## config.mk

```make
export PLATFORM = sky130hd
export DESIGN_NAME = vga_timing_gen
export DESIGN_NICKNAME = d
export VERILOG_FILES = /design/src/rtl/vga_timing_gen.sv
export SDC_FILE = /design/constraint.sdc
export NUM_CORES = 1
export LEC_CHECK = 0
export BUFFER_PORTS_ARGS = -buffer_cell sky130_fd_sc_hd__buf_2
export CORE_MARGIN = 3
export CORE_UTILIZATION = 40
export DETAILED_ROUTE_END_ITERATION = 7
export PLACE_DENSITY = 0.73
export SETUP_SLACK_MARGIN = 0.02
export SYNTH_ARGS = -nofsm -noshare
export SYNTH_HDL_FRONTEND = slang
export SYNTH_SLANG_ARGS = --single-unit
```

## constraint.sdc

```tcl
create_clock -name clk -period 2.2 [get_ports clk]
set_input_delay 0.44 -clock clk [delete_from_list [all_inputs] [get_ports clk]]
set_output_delay 0.44 -clock clk [all_outputs]
set_load 0.005 [all_outputs]
```

## src/rtl/vga_timing_gen.sv

```systemverilog
// Parametrised raster timing generator: pixel-tick divider, x/y/frame counters,
// sync/blank decode and a pixel-tick delay line for pipeline latency matching.
module vga_timing_gen #(
   parameter int H_ACTIVE = 640,
   parameter int H_FP     = 16,
   parameter int H_SYNC   = 96,
   parameter int H_BP     = 48,
   parameter int V_ACTIVE = 480,
   parameter int V_FP     = 10,
   parameter int V_SYNC   = 2,
   parameter int V_BP     = 33,
   parameter bit H_POL    = 1'b0,
   parameter bit V_POL    = 1'b0,
   parameter int CLK_DIV  = 2,
   parameter int PIPE_DLY = 0,
   parameter int CW       = 10,
   parameter int FRAME_W  = 16
) (
   input  logic               clk,
   input  logic               reset_n,
   input  logic               en,
   output logic               pix_en,
   output logic [CW-1:0]      x,
   output logic [CW-1:0]      y,
   output logic               hsync,
   output logic               vsync,
   output logic               blank_b,
   output logic               line_start,
   output logic               frame_start,
   output logic [FRAME_W-1:0] frame_cnt
);

   localparam int HTOTAL = H_ACTIVE + H_FP + H_SYNC + H_BP;
   localparam int VTOTAL = V_ACTIVE + V_FP + V_SYNC + V_BP;
   localparam int DW     = (CLK_DIV > 1) ? $clog2(CLK_DIV) : 1;
   localparam int HS_B   = H_ACTIVE + H_FP;
   localparam int HS_E   = HS_B + H_SYNC;
   localparam int VS_B   = V_ACTIVE + V_FP;
   localparam int VS_E   = VS_B + V_SYNC;

   localparam logic [DW-1:0] DIV_LAST = DW'(CLK_DIV - 1);
   localparam logic [CW-1:0] H_LAST   = CW'(HTOTAL - 1);
   localparam logic [CW-1:0] V_LAST   = CW'(VTOTAL - 1);
   localparam logic [2:0]    IDLE     = {~H_POL, ~V_POL, 1'b0};

   if ((64'(HTOTAL - 1) >= (64'd1 << CW)) ||
       (64'(VTOTAL - 1) >= (64'd1 << CW))) begin : g_bad_cw
      $fatal(1, "vga_timing_gen: HTOTAL/VTOTAL do not fit CW");
   end
   if (CLK_DIV < 1) begin : g_bad_div
      $fatal(1, "vga_timing_gen: CLK_DIV must be >= 1");
   end
   if (PIPE_DLY < 0 || PIPE_DLY > 7) begin : g_bad_dly
      $fatal(1, "vga_timing_gen: PIPE_DLY must be 0..7");
   end

   logic [DW-1:0]      div_q, div_d;
   logic [CW-1:0]      x_q, x_d;
   logic [CW-1:0]      y_q, y_d;
   logic [FRAME_W-1:0] frm_q, frm_d;
   logic [2:0]         pipe_q [PIPE_DLY+1];
   logic               tick;
   logic               hs_act;
   logic               vs_act;
   logic               vis;
   logic [2:0]         raw;

   // reset_n gating keeps pix_en low during reset even when CLK_DIV=1
   assign tick = en & reset_n & (div_q == DIV_LAST);

   always_comb begin
      div_d = div_q;
      x_d   = x_q;
      y_d   = y_q;
      frm_d = frm_q;
      if (en) begin
         div_d = (div_q == DIV_LAST) ? '0 : div_q + DW'(1);
      end
      if (tick) begin
         if (x_q == H_LAST) begin
            x_d = '0;
            if (y_q == V_LAST) begin
               y_d   = '0;
               frm_d = frm_q + FRAME_W'(1);
            end else begin
               y_d = y_q + CW'(1);
            end
         end else begin
            x_d = x_q + CW'(1);
         end
      end
   end

   always_ff @(posedge clk or negedge reset_n) begin
      if (!reset_n) begin
         div_q <= '0;
         x_q   <= '0;
         y_q   <= '0;
         frm_q <= '0;
      end else begin
         div_q <= div_d;
         x_q   <= x_d;
         y_q   <= y_d;
         frm_q <= frm_d;
      end
   end

   assign hs_act = (32'(x_q) >= 32'(HS_B)) && (32'(x_q) < 32'(HS_E));
   assign vs_act = (32'(y_q) >= 32'(VS_B)) && (32'(y_q) < 32'(VS_E));
   assign vis    = (32'(x_q) < 32'(H_ACTIVE)) && (32'(y_q) < 32'(V_ACTIVE));
   assign raw    = {hs_act ? H_POL : ~H_POL, vs_act ? V_POL : ~V_POL, vis};

   always_ff @(posedge clk or negedge reset_n) begin
      if (!reset_n) begin
         for (int i = 0; i <= PIPE_DLY; i++) pipe_q[i] <= IDLE;
      end else if (tick) begin
         pipe_q[0] <= raw;
         for (int i = 1; i <= PIPE_DLY; i++) pipe_q[i] <= pipe_q[i-1];
      end
   end

   assign pix_en      = tick;
   assign x           = x_q;
   assign y           = y_q;
   assign frame_cnt   = frm_q;
   assign hsync       = pipe_q[PIPE_DLY][2];
   assign vsync       = pipe_q[PIPE_DLY][1];
   assign blank_b     = pipe_q[PIPE_DLY][0];
   assign line_start  = tick & (x_q == '0);
   assign frame_start = tick & (x_q == '0) & (y_q == '0);

endmodule

```

# Word level (Yosys, flattened, before mapping)
# Index checks and enable logic that the tools add are counted.
[classes] add_sub_neg=4 n_lt_le_gt_ge=6 eq_ne=2 mux=5 bitwise_logic=4 reduce_logical=7
[ops] cell="$add A10 B1 Y10 const B" count=2
[ops] cell="$eq A10 B10 Y1 const B" count=2
[ops] cell="$logic_not A10 Y1" count=2
[ops] cell="$lt A10 B10 Y1 const B" count=2
[ops] cell="$lt A10 B9 Y1 const B" count=2
[ops] cell="$mux W10" count=2
[ops] cell="$add A16 B1 Y16 const B" count=1
[ops] cell="$ge A10 B10 Y1 const B" count=1
[ops] cell="$ge A10 B9 Y1 const B" count=1
[ops] cell="$and A1 B1 Y1" count=4
[ops] cell="$logic_and A1 B1 Y1" count=3
[ops] cell="$mux W1" count=3
[ops] cell="$reduce_and A3 Y1" count=1
[ops] cell="$reduce_and A2 Y1" count=1
[ops] cell="$add A1 B1 Y1 const B" count=1
[totals] reg_bits=40 out_inout_bits=42 word_cells=33

# Longest topological paths before layout
[logic_depth] ltp_word=4 mapped_depth=8 ltp_nobuf=6

# Worst setup path after synthesis
# No wires, ideal clock.
[synth_timing] path_kind="reg-to-reg" startpoint="reg y_q[7] (netlist: y[7])" endpoint="reg frm_q[1] (netlist: frame_cnt[1])" setup_time_ns=0.125 arrival_ns=2.144 t_required_ns=2.075 setup_slack_ns=-0.069 path_stages_with_launch=6 synth_period_minus_slack_ns=2.269 cell_sequence="dfrtp_1 or4_4 or4_1 buf_6 nor2_1 mux2_2"
[synth_between] elab_chain_len=2
[synth_lines] item="from (decl)" line="59" source="logic [CW-1:0] y_q, y_d;"
[synth_lines] item="from (signal assigned)" line="103" source="y_q <= y_d;"
[synth_lines] item="$eq A10 B10 Y1" line="82" source="if (y_q == V_LAST) begin"
[synth_lines] item="$reduce_and A3 Y1 (no source line)"
[synth_lines] item="to (signal assigned)" line="104" source="frm_q <= frm_d;"
[synth_lines] item="to (decl)" line="60" source="logic [FRAME_W-1:0] frm_q, frm_d;"
# No other way between the ends.
# A chain may end at the register's enable or synchronous reset.

# Worst setup path in the final report
[layout_timing] startpoint="reg x_q[5] (netlist: x[5])" endpoint="out frame_start"
[layout_between] elab_chain_len=3
[layout_lines] item="from (decl)" line="58" source="logic [CW-1:0] x_q, x_d;"
[layout_lines] item="from (signal assigned)" line="97" source="x_q <= '0;"
[layout_lines] item="from (signal assigned)" line="102" source="x_q <= x_d;"
[layout_lines] item="$logic_not A10 Y1" line="130" source="assign frame_start = tick & (x_q == '0) & (y_q == '0);"
[layout_lines] item="$and A1 B1 Y1 (2 in a row)" line="130"
[layout_lines] item="to (decl)" line="29" source="output logic frame_start,"
# No other way between the ends.

==> flow_metrics.tcl <==
set metrics [dict create \
    place_area_um2 2550 \
    r2r_start "x[5]" \
    antenna_found_initial 0 \
    wl_per_cell_um 16.8 \
    drive_above_1_share_pct 38.7 \
    crit_path_max_fanout 2 \
    htree_levels 2 \
    crit_arrival_ps 1880 \
    end_kind "output port" \
    r2r_slack_ps -30 \
    violations "negative setup slack" \
    port_buffers 44 \
    cp.depth 6 \
    clockBufferDepth 2 \
    hold_buffers 0 \
    slew_headroom_pct 65.3 \
    gp_congestion 0.830 \
    cts_sinks 40 \
    die_area_um2 6160 \
    area_delta_synth_final_pct 40.4 \
    io_pins 45 \
    comb_power_share_pct 14.2 \
    path_delay_family "simple AND/OR/NAND/NOR gates" \
    syn_avg_cell_area_um2 10.2 \
    fin_area_um2 2950 \
    vdd_drop_max_v 0.000448 \
    grtUsageTotal_pct 18.3 \
    hp-class "input pin to asynchronous set/reset pin" \
    worstSkewPairLatency_ps 310 \
    slew_violations 0 \
    initial_core_util_pct 42.8 \
    ys_warn_count 0 \
    sw_frac_of_total_pct 26.9 \
    wl_um 5890 \
    viasPerCell 5.40 \
    first_global_vias 1752 \
    grt_start_max_net_pins 41 \
    synthTopCellsByArea "dfrtp_1, xor2_1, xnor2_1" \
    ys_seq_area_share_pct 47.8 \
    total_leakage_power_nw 1.50 \
    path_clk_slew_ps 90 \
    final-setup-viol-count 4 \
    cp_data_required_time_ps 1760 \
    status "finished with violations" \
    rr_endpoint "y[8]" \
    coreArea_um2 4910 \
    crit_slowest_cell "or4_4" \
    wl_met2_um 2790 \
    startpoint_type "register" \
    critPathKind "register to output port" \
    p_clk_share_pct 37.5 \
    wl_met3_um 273 \
    fin_crit_sh_pct 106 \
    tightest_slew_ps 515 \
    globalRouteOverflowTotal 0 \
    yosysTopAreaCell "dfrtp_1" \
    multi_input_area_um2 1140 \
    cts.root.buffer_cell "clkbuf_8" \
    die_h_um 78.5 \
    critical_path.endpoint "frame_start" \
    dr.pass1.iters 4 \
    maxCapViolCount 0 \
    synth_top_area_share_pct 45.3 \
    dr.max_layer_used "met4" \
    power_switching_mw 0.469 \
    grt_pass1_wl_um 8830 \
    stdcell_count 351 \
    wl_met1_um 2690 \
    crit_path_max_incr_delay_ps 420 \
    rows 25 \
    num_antenna_cells 0 \
    fillerInstances 387 \
    ff_latch_area_um2 1000 \
    synth_seq_cells 40 \
    rsz0062_at_grt "true" \
    syn-instance-count 206 \
    ys_types 42 \
    p_per_area_nw_per_um2 592 \
    cts_tree "done" \
    hold_violations 0 \
    dp_cells 334 \
    crit_path_start "x[5]" \
    fin_skew_ps 12.5 \
    ant_nets 0 \
    crit_top_cell "buf_6" \
    fin_nets 292 \
    die_w_um 78.5 \
    fin_ws_ps -122 \
    cts_buffers 5 \
    power_mw 1.75 \
    syn_nets 215 \
    drc 0 \
    syn_area_um2 2100 \
    seqPwrFrac_pct 48.3 \
    p_int_mw 1.28 \
    vias 1896 \
    final_cell_mix "buf_2, dfrtp_1, buf_4" \
    fmax_mhz 431 \
    drt-initial-drc-count 157 \
    path_cells "buf_6 > or4_4 > nor4_4 > buf_4 > and3_4 > buf_6" \
    final_common_cell "buf_2" \
    post-route-min-period_ps 2320 \
    dp_hpwl_um 3520 \
    worst-path-buf-inv 3 \
    ff2ff_path_depth 6 \
]
## worst min-delay path by stage
stage	endpoint	slack (ps)	cells after the start
finish	y[3]	210	2
global route	y[0]	260	2
CTS	y[3]	230	2
detailed placement	div_q	460	1
global placement	div_q	450	1
floorplan	div_q	140	0
## cell families (layout without fill, tap and decap cells)
| logic type | Yosys count | in the layout | synth area share (%) |
|---|---|---|---|
| and+or+nand+nor | 91 | 91 | 25.9 |
| muxes | 1 | 1 | 0.536 |
| AOI/OAI and AO/OA | 23 | 23 | 6.67 |
| buffers and inverters | 19 | 97 | 4.70 |
| adders and majority gates | 6 | 6 | 3.57 |
| DFF | 40 | 40 | 47.8 |
| xor gates and xnor gates | 26 | 26 | 10.8 |
## per-stage QoR
stage | TNS [ps] | setup WS, ps | hold WS, ps | util [%]
2_1_floorplan | 0 | 46.1 | 144 | -
3_3_place_gp | 0 | 52.5 | 453 | 51.9
3_5_place_dp | 0 | 10.9 | 456 | 51.9
4_1_cts | -99.9 | -99.9 | 233 | 56.3
5_1_grt | -620 | -184 | 260 | 60.1
6_report | -194 | -122 | 213 | 60.1
## synth_stat cells (all sizes together)
cell type	instances
a21oi	5
inv	10
nand2	18
nor4b	5
and2	1
a31oi	1
and4	2
buf	3
ha	6
nand2b	1
o31ai	1
a32o	1
nor3	8
dfstp	2
dfrtp	38
nor3b	1
nor4	8
clkinv	1
nand4	9
xor2	14
clkbuf	5
or4b	1
or2	1
nor2	8
mux2	1
or4	3
or3	8
o2111ai	1
o21a	1
o21bai	1
nand3	14
o21ai	10
and3	3
xnor2	12
o41ai	2
## registers in the layout, indices dropped and copies added, names as in the netlist
register,cells
y,10
frame_cnt,16
div_q,1
x,10
pipe_q,3
## power groups by stage
stage	registers, mW	logic, mW	clock network (mW)
floorplan	0.864	0.0939	0
global placement	0.851	0.232	0
detailed placement	0.852	0.242	0
CTS	0.840	0.247	0.664
global route	0.852	0.282	0.693
finish	0.845	0.248	0.655
## routing by layer
layer  track usage (%)  up-vias
li1                  -      890
met1              25.7      936
met2              28.0       57
met3              3.67       13
met4              6.47        0
met5                 0        -
## repair_timing
action,4_1_cts,5_1_grt
cloned,0,2
setup buffers,4,4
pin swaps,1,15
hold endpoints to repair,0,0
resized for setup,11,20
setup endpoints to repair,7,16
## area by class of cell
type	instances	area share, %
clock buffer	6	2.80
clock inverter	2	1.31
inverter	11	1.40
multi-input combinational	147	38.7
sequential	40	34.0
tap	67	2.84
timing repair buffer	78	19.0
Power figures use the tool's default switching activity.
